$ cat config.mk
export PLATFORM = sky130hd
export DESIGN_NAME = mouse_cursor
export DESIGN_NICKNAME = d
export VERILOG_FILES = /design/src/rtl/mouse_cursor.sv
export SDC_FILE = /design/constraint.sdc
export NUM_CORES = 1
export LEC_CHECK = 0
export ABC_AREA = 0
export BUFFER_PORTS_ARGS = -buffer_cell sky130_fd_sc_hd__buf_4
export CAP_MARGIN = 20
export CORE_ASPECT_RATIO = 0.9
export CORE_MARGIN = 8
export CORE_UTILIZATION = 53
export DETAILED_ROUTE_END_ITERATION = 6
export PLACE_DENSITY = 0.77
export REMOVE_ABC_BUFFERS = 1
export SYNTH_ARGS = -nofsm -noshare
export SYNTH_HDL_FRONTEND = slang
export SYNTH_SLANG_ARGS = --single-unit
$ cat constraint.sdc
create_clock -name clk -period 3.2 [get_ports clk]
set_input_delay 0.64 -clock clk [delete_from_list [all_inputs] [get_ports clk]]
set_output_delay 0.64 -clock clk [all_outputs]
set_load 0.01 [all_outputs]
$ cat src/rtl/mouse_cursor.sv
// mouse_cursor: integrates signed PS/2 packet deltas into an absolute,
// screen-clamped cursor position, tracks button press edges as sticky
// flags and exposes state through a registered CPU read port.
// Pipeline: stage 1 = sign-extend/scale/add, stage 2 = clamp/commit.
module mouse_cursor #(
    parameter int H_MAX  = 639,
    parameter int V_MAX  = 479,
    parameter int H_INIT = 320,
    parameter int V_INIT = 240,
    parameter int SHIFT  = 0
) (
    input  logic        clk,
    input  logic        rst_n,
    input  logic        m_done_tick,
    input  logic [8:0]  x,
    input  logic [8:0]  y,
    input  logic [2:0]  btn,
    input  logic        home,
    input  logic        rd_en,
    input  logic [1:0]  addr,
    output logic [15:0] rd_data,
    output logic [9:0]  cur_x,
    output logic [9:0]  cur_y,
    output logic [2:0]  btn_level,
    output logic        irq
);

    localparam logic signed [11:0] HMAX12 = 12'(H_MAX);
    localparam logic signed [11:0] VMAX12 = 12'(V_MAX);
    localparam logic [9:0]         HINIT10 = 10'(H_INIT);
    localparam logic [9:0]         VINIT10 = 10'(V_INIT);

    logic               v1;
    logic signed [11:0] sx, sy;
    logic signed [11:0] dx, dy;
    logic [9:0]         clx, cly;
    logic [9:0]         base_x, base_y;
    logic               commit;
    logic               set_moved;
    logic [2:0]         set_press;
    logic               clr;
    logic               moved;
    logic [2:0]         press;
    logic [15:0]        pkt_cnt;

    // 12 bits hold cur (<=1023) plus a delta scaled by up to 4 without overflow
    assign dx = 12'($signed({{3{x[8]}}, x}) <<< SHIFT);
    assign dy = 12'($signed({{3{y[8]}}, y}) <<< SHIFT);

    // Clamp the stage-1 sums to the visible screen
    always_comb begin
        clx = sx[9:0];
        cly = sy[9:0];
        if (sx < 0)            clx = '0;
        else if (sx > HMAX12)  clx = HMAX12[9:0];
        if (sy < 0)            cly = '0;
        else if (sy > VMAX12)  cly = VMAX12[9:0];
    end

    // Stage-1 base: home wins, else forward the pending commit, else current
    always_comb begin
        commit    = v1 & ~home;
        base_x    = cur_x;
        base_y    = cur_y;
        if (home) begin
            base_x = HINIT10;
            base_y = VINIT10;
        end else if (v1) begin
            base_x = clx;
            base_y = cly;
        end
        set_moved = commit & ((clx != cur_x) | (cly != cur_y));
        set_press = m_done_tick ? (btn & ~btn_level) : 3'b000;
        clr       = rd_en & (addr == 2'd2);
    end

    // Stage 1 capture and stage 2 commit of the cursor pipeline
    always_ff @(posedge clk or negedge rst_n) begin
        if (!rst_n) begin
            v1        <= 1'b0;
            sx        <= '0;
            sy        <= '0;
            cur_x     <= HINIT10;
            cur_y     <= VINIT10;
            btn_level <= '0;
            pkt_cnt   <= '0;
        end else begin
            v1 <= m_done_tick;
            if (m_done_tick) begin
                sx        <= $signed({2'b00, base_x}) + dx;
                sy        <= $signed({2'b00, base_y}) - dy;
                btn_level <= btn;
                pkt_cnt   <= pkt_cnt + 16'd1;
            end
            if (home) begin
                cur_x <= HINIT10;
                cur_y <= VINIT10;
            end else if (commit) begin
                cur_x <= clx;
                cur_y <= cly;
            end
        end
    end

    // Sticky flags: a set in the same cycle as a read-clear survives
    always_ff @(posedge clk or negedge rst_n) begin
        if (!rst_n) begin
            moved <= 1'b0;
            press <= '0;
            irq   <= 1'b0;
        end else begin
            moved <= (moved & ~clr) | set_moved;
            press <= (press & ~{3{clr}}) | set_press;
            irq   <= moved | (|press);
        end
    end

    // Registered read port, holds until the next read strobe
    always_ff @(posedge clk or negedge rst_n) begin
        if (!rst_n) begin
            rd_data <= '0;
        end else if (rd_en) begin
            unique case (addr)
                2'd0: rd_data <= {6'b0, cur_x};
                2'd1: rd_data <= {6'b0, cur_y};
                2'd2: rd_data <= {8'b0, moved, press, 1'b0, btn_level};
                2'd3: rd_data <= pkt_cnt;
            endcase
        end
    end

endmodule

==> metrics.cfg, run 1 <==
[yosys]
ys_warn_count=0
async_flop_share_pct=100
syn_avg_cell_area_um2=9.36
synth_cells=546
yosysUniqueCellTypes=54
netlist_top_cells_count=dfrtp_1 (79), nand2_1 (61), a21oi_1 (49), o21ai_0 (40), nor2_1 (38)
seq_area_frac_synth_pct=41.8
ys_top_cells_by_area=dfrtp_1 (39%), ha_1 (5.6%), mux2_2 (5.1%)
yosysTopAreaCellShare_pct=38.7
synth-main-ff-cell=dfrtp_1
synthMostInstantiatedCell=dfrtp_1
synth-edff-count=0
netlist_area_mm2=0.00511
synth_top_area_cell=dfrtp_1
ys_ff_latch=85

[drt]
route.detailed.drc=0
first_pass_iters=5
detail_route.wl_per_cell_um=18.1
drtIter0Drc=430
dr_total_vias=4546
finalWirelength_um=13600
drtAntennaViolNets=0
via_per_inst=6.04

[worst_setup_path]
critPathMaxFanout=9
worst_path_max_delay_cell=dfrtp_1
worst_r2r_endpoint=sx[11]$_DFFE_PN0P_
start_kind=flip-flop
slowest_delay_ns=0.54
worst_ep_arrival_time_ns=3.41
reg2reg_from=sx[11]$_DFFE_PN0P_
path_class=flip-flop to flip-flop
critPathCaptureType=flip-flop
cp_cell_sequence=inv_1 -> o21ai_0 -> or2_2 -> a21oi_1 -> ha_1 -> nand2_1 -> o31ai_2 -> a31oi_2 -> nor4b_1 -> or3_1
rrSetupSlack_ns=0.05
path_delay_family=simple AND/OR/NAND/NOR gates
cp_num_buf_inv=1
required_ns=3.46
worstRegToRegCells=10

[final_layout]
drive_above_1_share_pct=23.9
nNetsFinal=675
multi_input_area_mm2=0.00280
fin_util_pct=63.9
syn_to_final_growth_pct=19.1
fill_cells=822
antenna_cells=0
regArea_mm2=0.00214
final_cells=753
final_area_mm2=0.00609

[global_route]
gr-usage-all-layers_pct=21.1
grt.met3_usage_pct=3.26
global_route.usage.met1_pct=28.2
grt_pass1_vias=4380
gr-total-overflow=0
grt_pass1_wl_um=22100
grt.busiest_layer=met2
antenna_found_initial=0
grt_use_met2_pct=34.0
grt_max_degree=86

[cts]
cts_sinks=85
cts_buffers=9
cts_hold_buf=0
cts_buffer_depth=2
cts_root_buf=clkbuf_8
clk_latency_ns=0.37
cts_tree=yes
h-tree-depth=3
clk_pin_slew_ns=0.11

[outcome]
outcome=finished, final reports clean

[sta]
hold_viol=0
slew_violations=0
setup_violations=0
worst_pin_slew_ns=0.444
fin_crit_sh_pct=98.4
whs_ns=0.102
slew_headroom_pct=70.2
fmax_mhz=318
finClkSkew_ns=0.0129
fin_crit_ns=3.15

[floorplan]
fp.coreArea_mm2=0.00953
die_x_um=120
io_pins=68
die_area_mm2=0.0130
die_y_um=109
start_util_pct=53.6
num_rows=34

[worst_hold_path]
hold_path_class=input pin to asynchronous set/reset pin

[placement]
io_buffers=67
dp_hpwl_um=10000
place_area_mm2=0.00581
globalplace.congestion=0.903
dp.cells=733

[pwr]
power.density_mw_per_mm2=553
p_leak_nw=2.73
ir_drop_v=0.000275

[flow_run]
maxCapViolations=0

-- where the power goes --
| group | total, mW | internal [mW] | switching, mW |
|---|---|---|---|
| combinational | 1.06 | 0.525 | 0.540 |
| clock | 0.769 | 0.309 | 0.460 |
| sequential | 1.53 | 1.28 | 0.256 |
-- sequential cells by signal, indices dropped and copies added, names as in the netlist --
| register | flops |
|---|---|
| btn_level | 3 |
| cur_y | 10 |
| rd_data | 16 |
| press | 3 |
| irq | 1 |
| v1 | 1 |
| moved | 1 |
| sx | 12 |
| pkt_cnt | 16 |
| sy | 12 |
| cur_x | 10 |
-- worst max-delay path by stage --
stage	start	to	slack, ns	cells past startpoint
floorplan	v1$_DFF_PN0_	sy[8]$_DFFE_PN0P_	0.16	12
global placement	sy[7]$_DFFE_PN0P_	sy[8]$_DFFE_PN0P_	0.23	14
detailed placement	sx[7]$_DFFE_PN0P_	sx[8]$_DFFE_PN0P_	0.1	12
CTS	sx[7]$_DFFE_PN0P_	sx[8]$_DFFE_PN0P_	0.07	12
global route	sx[11]$_DFFE_PN0P_	sx[11]$_DFFE_PN0P_	-0.04	10
finish	sx[11]$_DFFE_PN0P_	sx[11]$_DFFE_PN0P_	0.05	10
-- cells by family (layout without fill, tap and decap cells) --
| kind of cell | Yosys count | in the layout | synth area share, % |
|---|---|---|---|
| compound gates | 147 | 147 | 17.3 |
| xor+xnor | 33 | 33 | 5.66 |
| fa+ha+maj | 25 | 25 | 6.42 |
| buf+inv | 54 | 135 | 3.99 |
| flops | 85 | 85 | 41.8 |
| mux | 32 | 32 | 8.55 |
| simple gates | 170 | 170 | 16.4 |
-- worst register-to-register path: stages (launching register included) --
cell and delay (ns):
dfrtp_1 0.54, inv_1 0.35, o21ai_0 0.23, or2_2 0.33, a21oi_1 0.17, ha_1 0.23, nand2_1 0.10, o31ai_2 0.37
a31oi_2 0.19, nor4b_1 0.18, or3_1 0.35
-- cells in the final DEF (no fill, tap or decap), types with 4 or more instances in the layout --
| master | instances |
|---|---|
| nand4_1 | 8 |
| a211oi_1 | 6 |
| ha_1 | 23 |
| nand3_1 | 6 |
| nor3_1 | 12 |
| o21ai_0 | 38 |
| o22ai_1 | 12 |
| xor2_1 | 13 |
| mux2_2 | 23 |
| nand2_1 | 61 |
| nand2b_1 | 4 |
| dfrtp_1 | 77 |
| a21o_1 | 4 |
| inv_8 | 4 |
| nand3b_1 | 5 |
| a31oi_1 | 5 |
| or2_2 | 4 |
| xnor2_1 | 20 |
| inv_1 | 34 |
| a21oi_1 | 46 |
| nor2_1 | 38 |
| nor4b_1 | 5 |
| o211ai_1 | 5 |
| clkbuf_8 | 9 |
| mux4_2 | 7 |
| buf_4 | 83 |
| dfstp_2 | 6 |
| nor4_1 | 4 |
-- per-layer routing --
layer / share of wire (%) / wire, um / up-vias
met2: 47 / 6450 / 188
met4: 1.9 / 261 / 0
met1: 44 / 5990 / 2208
met5: 0 / 0 / -
li1: - / - / 2127
met3: 6.9 / 947 / 23
-- layout make-up --
class,instances,area share [%]
inverter,34,2.10
sequential,85,35.1
clock buffer,9,2.04
clock inverter,7,1.17
timing repair buffer,85,11.0
tap,126,2.59
multi-input combinational,407,46.0
-- through the flow --
step / power (mW) / TNS, ns / setup slack (ns)
2_1_floorplan: 2.12 / 0 / 0.163
3_3_place_gp: 2.52 / 0 / 0.230
3_5_place_dp: 2.57 / 0 / 0.0987
4_1_cts: 3.33 / 0 / 0.0672
5_1_grt: 3.55 / -0.0406 / -0.0406
6_report: 3.36 / 0 / 0.0505
-- what timing repair did --
action	in CTS	in global routing
resized for setup	0	11
buffers inserted	0	3
endpoints found under the setup margin	0	5
Note: power is estimated with default switching activity, not from simulation.
==> inputs of run 2 (changes only) <==
--- a/config.mk
+++ b/config.mk
@@ -10,9 +10,9 @@
 export CAP_MARGIN = 20
 export CORE_ASPECT_RATIO = 0.9
 export CORE_MARGIN = 8
-export CORE_UTILIZATION = 53
+export CORE_UTILIZATION = 63
 export DETAILED_ROUTE_END_ITERATION = 6
-export PLACE_DENSITY = 0.77
+export PLACE_DENSITY = 0.86
 export REMOVE_ABC_BUFFERS = 1
 export SYNTH_ARGS = -nofsm -noshare
 export SYNTH_HDL_FRONTEND = slang
==> constraint.sdc (replaced) <==
create_clock -name clk -period 3.66 [get_ports clk]
set_input_delay 0.732 -clock clk [delete_from_list [all_inputs] [get_ports clk]]
set_output_delay 0.732 -clock clk [all_outputs]
set_load 0.01 [all_outputs]
==> run 2 against run 1 <==
Utilization rose by 11 points. Clock-buffer cell count did not move. Hold slack better by 0.14 ns. Critical endpoint is now sx[8]$_DFFE_PN0P_. Largest cell class unchanged. Largest power group unchanged.
==> metrics.cfg, run 2 (synthesized netlist as in run 1, its figures left out) <==
[sta]
finClkSkew_ns=0.00905  ; -0.00385 ns
fin_crit_ns=3.47  ; +0.321 ns
fin_crit_sh_pct=94.8  ; -3.6 points
fmax_mhz=288  ; -9.3%
hold_viol=0  ; unchanged
slew_headroom_pct=58.6  ; -12 points
fin_tns_setup_ns=0  ; unchanged
slew_violations=0  ; unchanged
setup_violations=0  ; unchanged
rsz0062_at_grt=false
worst_pin_slew_ns=0.613  ; +0.169 ns

[worst_setup_path]
worst_r2r_endpoint=sx[8]$_DFFE_PN0P_
worst_path_max_delay_cell=dfrtp_1
required_ns=3.91  ; +0.45 ns
slowest_delay_ns=0.45  ; -0.09 ns
path_delay_family=compound AO/OA/AOI/OAI gates
start_kind=flip-flop
critPathCaptureType=flip-flop
path_class=flip-flop to flip-flop
cp_cell_sequence=o21ai_1 -> nand2b_1 -> o21ai_0 -> a21oi_1 -> ha_1 -> fa_1 -> a21o_1 -> a21oi_1 -> o211a_1 -> o21ai_0 -> xor2_1 -> mux2_2
cp_num_buf_inv=0  ; -1
worst_ep_arrival_time_ns=3.72  ; +0.31 ns
worstRegToRegCells=12  ; +2
rrSetupSlack_ns=0.19  ; +0.14 ns
reg2reg_from=sx[8]$_DFFE_PN0P_
critPathMaxFanout=10  ; +1

[floorplan]
die_y_um=101  ; -7.1%
num_rows=31  ; -8.8%
die_area_mm2=0.0113  ; -14%
io_pins=68  ; unchanged
fp.coreArea_mm2=0.00795  ; -17%
die_x_um=111  ; -7.2%
start_util_pct=64.3  ; +11 points

[global_route]
gr-total-overflow=0  ; unchanged
grt_pass1_wl_um=21700  ; -2.0%
grt_max_degree=86  ; unchanged
antenna_found_initial=0  ; unchanged
grt_pass1_vias=4496  ; +2.6%
gr-usage-all-layers_pct=23.8  ; +2.7 points

[final_layout]
nNetsFinal=662  ; -1.9%
drive_above_1_share_pct=21.0  ; -2.9 points
syn_to_final_growth_pct=16.3
final_area_mm2=0.00594  ; -2.4%
final_cells=713  ; -5.3%
layout_common_cells=dfrtp_1 (79), buf_4 (71), nand2_1 (61)
reg.largest.list=pkt_cnt (16), rd_data (16)
final_common_cell=dfrtp_1
antenna_cells=0  ; unchanged

[cts]
cts_buffer_depth=2  ; unchanged
clk_latency_ns=0.36  ; about the same
cts_resized=0  ; unchanged
cts_tree=yes
cts_hold_buf=0  ; unchanged
post-cts-setup-buffer-count=0  ; unchanged
cts_buffers=9  ; unchanged
cts_sinks=85  ; unchanged
h-tree-depth=3  ; unchanged
clk_pin_slew_ns=0.09  ; -0.02 ns
cts_root_buf=clkbuf_8

[placement]
dp_hpwl_um=9700  ; -3.5%
place_area_mm2=0.00569  ; -2.1%
io_buffers=67  ; unchanged
globalplace.congestion=0.891  ; -1.3%
dp.cells=696  ; -5.0%

[drt]
via_per_inst=6.34  ; +5.1%
first_pass_iters=5  ; unchanged
finalWirelength_um=13200  ; -3.1%
drtIter0Drc=261  ; -39%
drtAntennaViolNets=0  ; unchanged
dr_total_vias=4523  ; -0.51%
route.detailed.drc=0  ; unchanged
detail_route.wl_per_cell_um=18.5  ; +2.3%

[outcome]
outcome=finished, final reports clean

[flow_run]
maxCapViolations=0  ; unchanged

[pwr]
ir_drop_v=0.000218  ; -21%
p_leak_nw=2.67  ; -2.3%
power.density_mw_per_mm2=497  ; -10%
power_mw=2.95  ; -12%

[worst_hold_path]
hold_path_class=input pin to asynchronous set/reset pin

run 2: final cells by class:
| type | instances | area [um2] |
|---|---|---|
| inverter | 34 | 128 |
| tap | 99 | 124 |
| clock inverter | 7 | 98.8 |
| timing repair buffer | 72 | 561 |
| clock buffer | 9 | 124 |
| multi-input combinational | 407 | 2770 |
| fill | 571 | 2010 |
| sequential | 85 | 2130 |
run 2: routing by layer:
| metal | global-route usage, % | wire length, um |
|---|---|---|
| met3 | 4.97 | 988 |
| met2 | 38.4 | 6180 |
| met4 | 13.6 | 472 |
| met1 | 29.5 | 5580 |
| met5 | 0 | 0 |
run 2: worst max-delay path by stage:
stage,startpoint,to,depth (start not counted)
6_report,sx[8]$_DFFE_PN0P_,sx[8]$_DFFE_PN0P_,12
5_1_grt,sx[8]$_DFFE_PN0P_,sx[8]$_DFFE_PN0P_,12
4_1_cts,sx[8]$_DFFE_PN0P_,sx[8]$_DFFE_PN0P_,12
3_5_place_dp,sx[8]$_DFFE_PN0P_,sx[8]$_DFFE_PN0P_,12
3_3_place_gp,sx[8]$_DFFE_PN0P_,sx[8]$_DFFE_PN0P_,12
2_1_floorplan,v1$_DFF_PN0_,sy[8]$_DFFE_PN0P_,12
run 2: per-stage QoR:
step / setup WS [ns] / utilization, % / hold slack (ns)
2_1_floorplan: 0.623 / - / 0.436
3_3_place_gp: 0.429 / 71.6 / 0.457
3_5_place_dp: 0.263 / 71.6 / 0.460
4_1_cts: 0.229 / 74.4 / 0.474
5_1_grt: 0.00966 / 74.7 / 0.258
6_report: 0.189 / 74.7 / 0.240
run 2: worst reg2reg max path: cells and delay by family (launching register included):
family	cells	cell delay, ns
simple gates	1	0.28
mux	1	0.27
flops	1	0.45
fa+ha+maj	2	0.64
xor+xnor	1	0.17
compound gates	7	1.56
run 2: power by group:
part | internal (mW) | switching [mW] | leakage [nW]
clock network | 0.388 | 0.358 | 0.110
registers | 1.11 | 0.235 | 1.05
logic | 0.420 | 0.438 | 1.51
total | 1.92 | 1.03 | 2.67
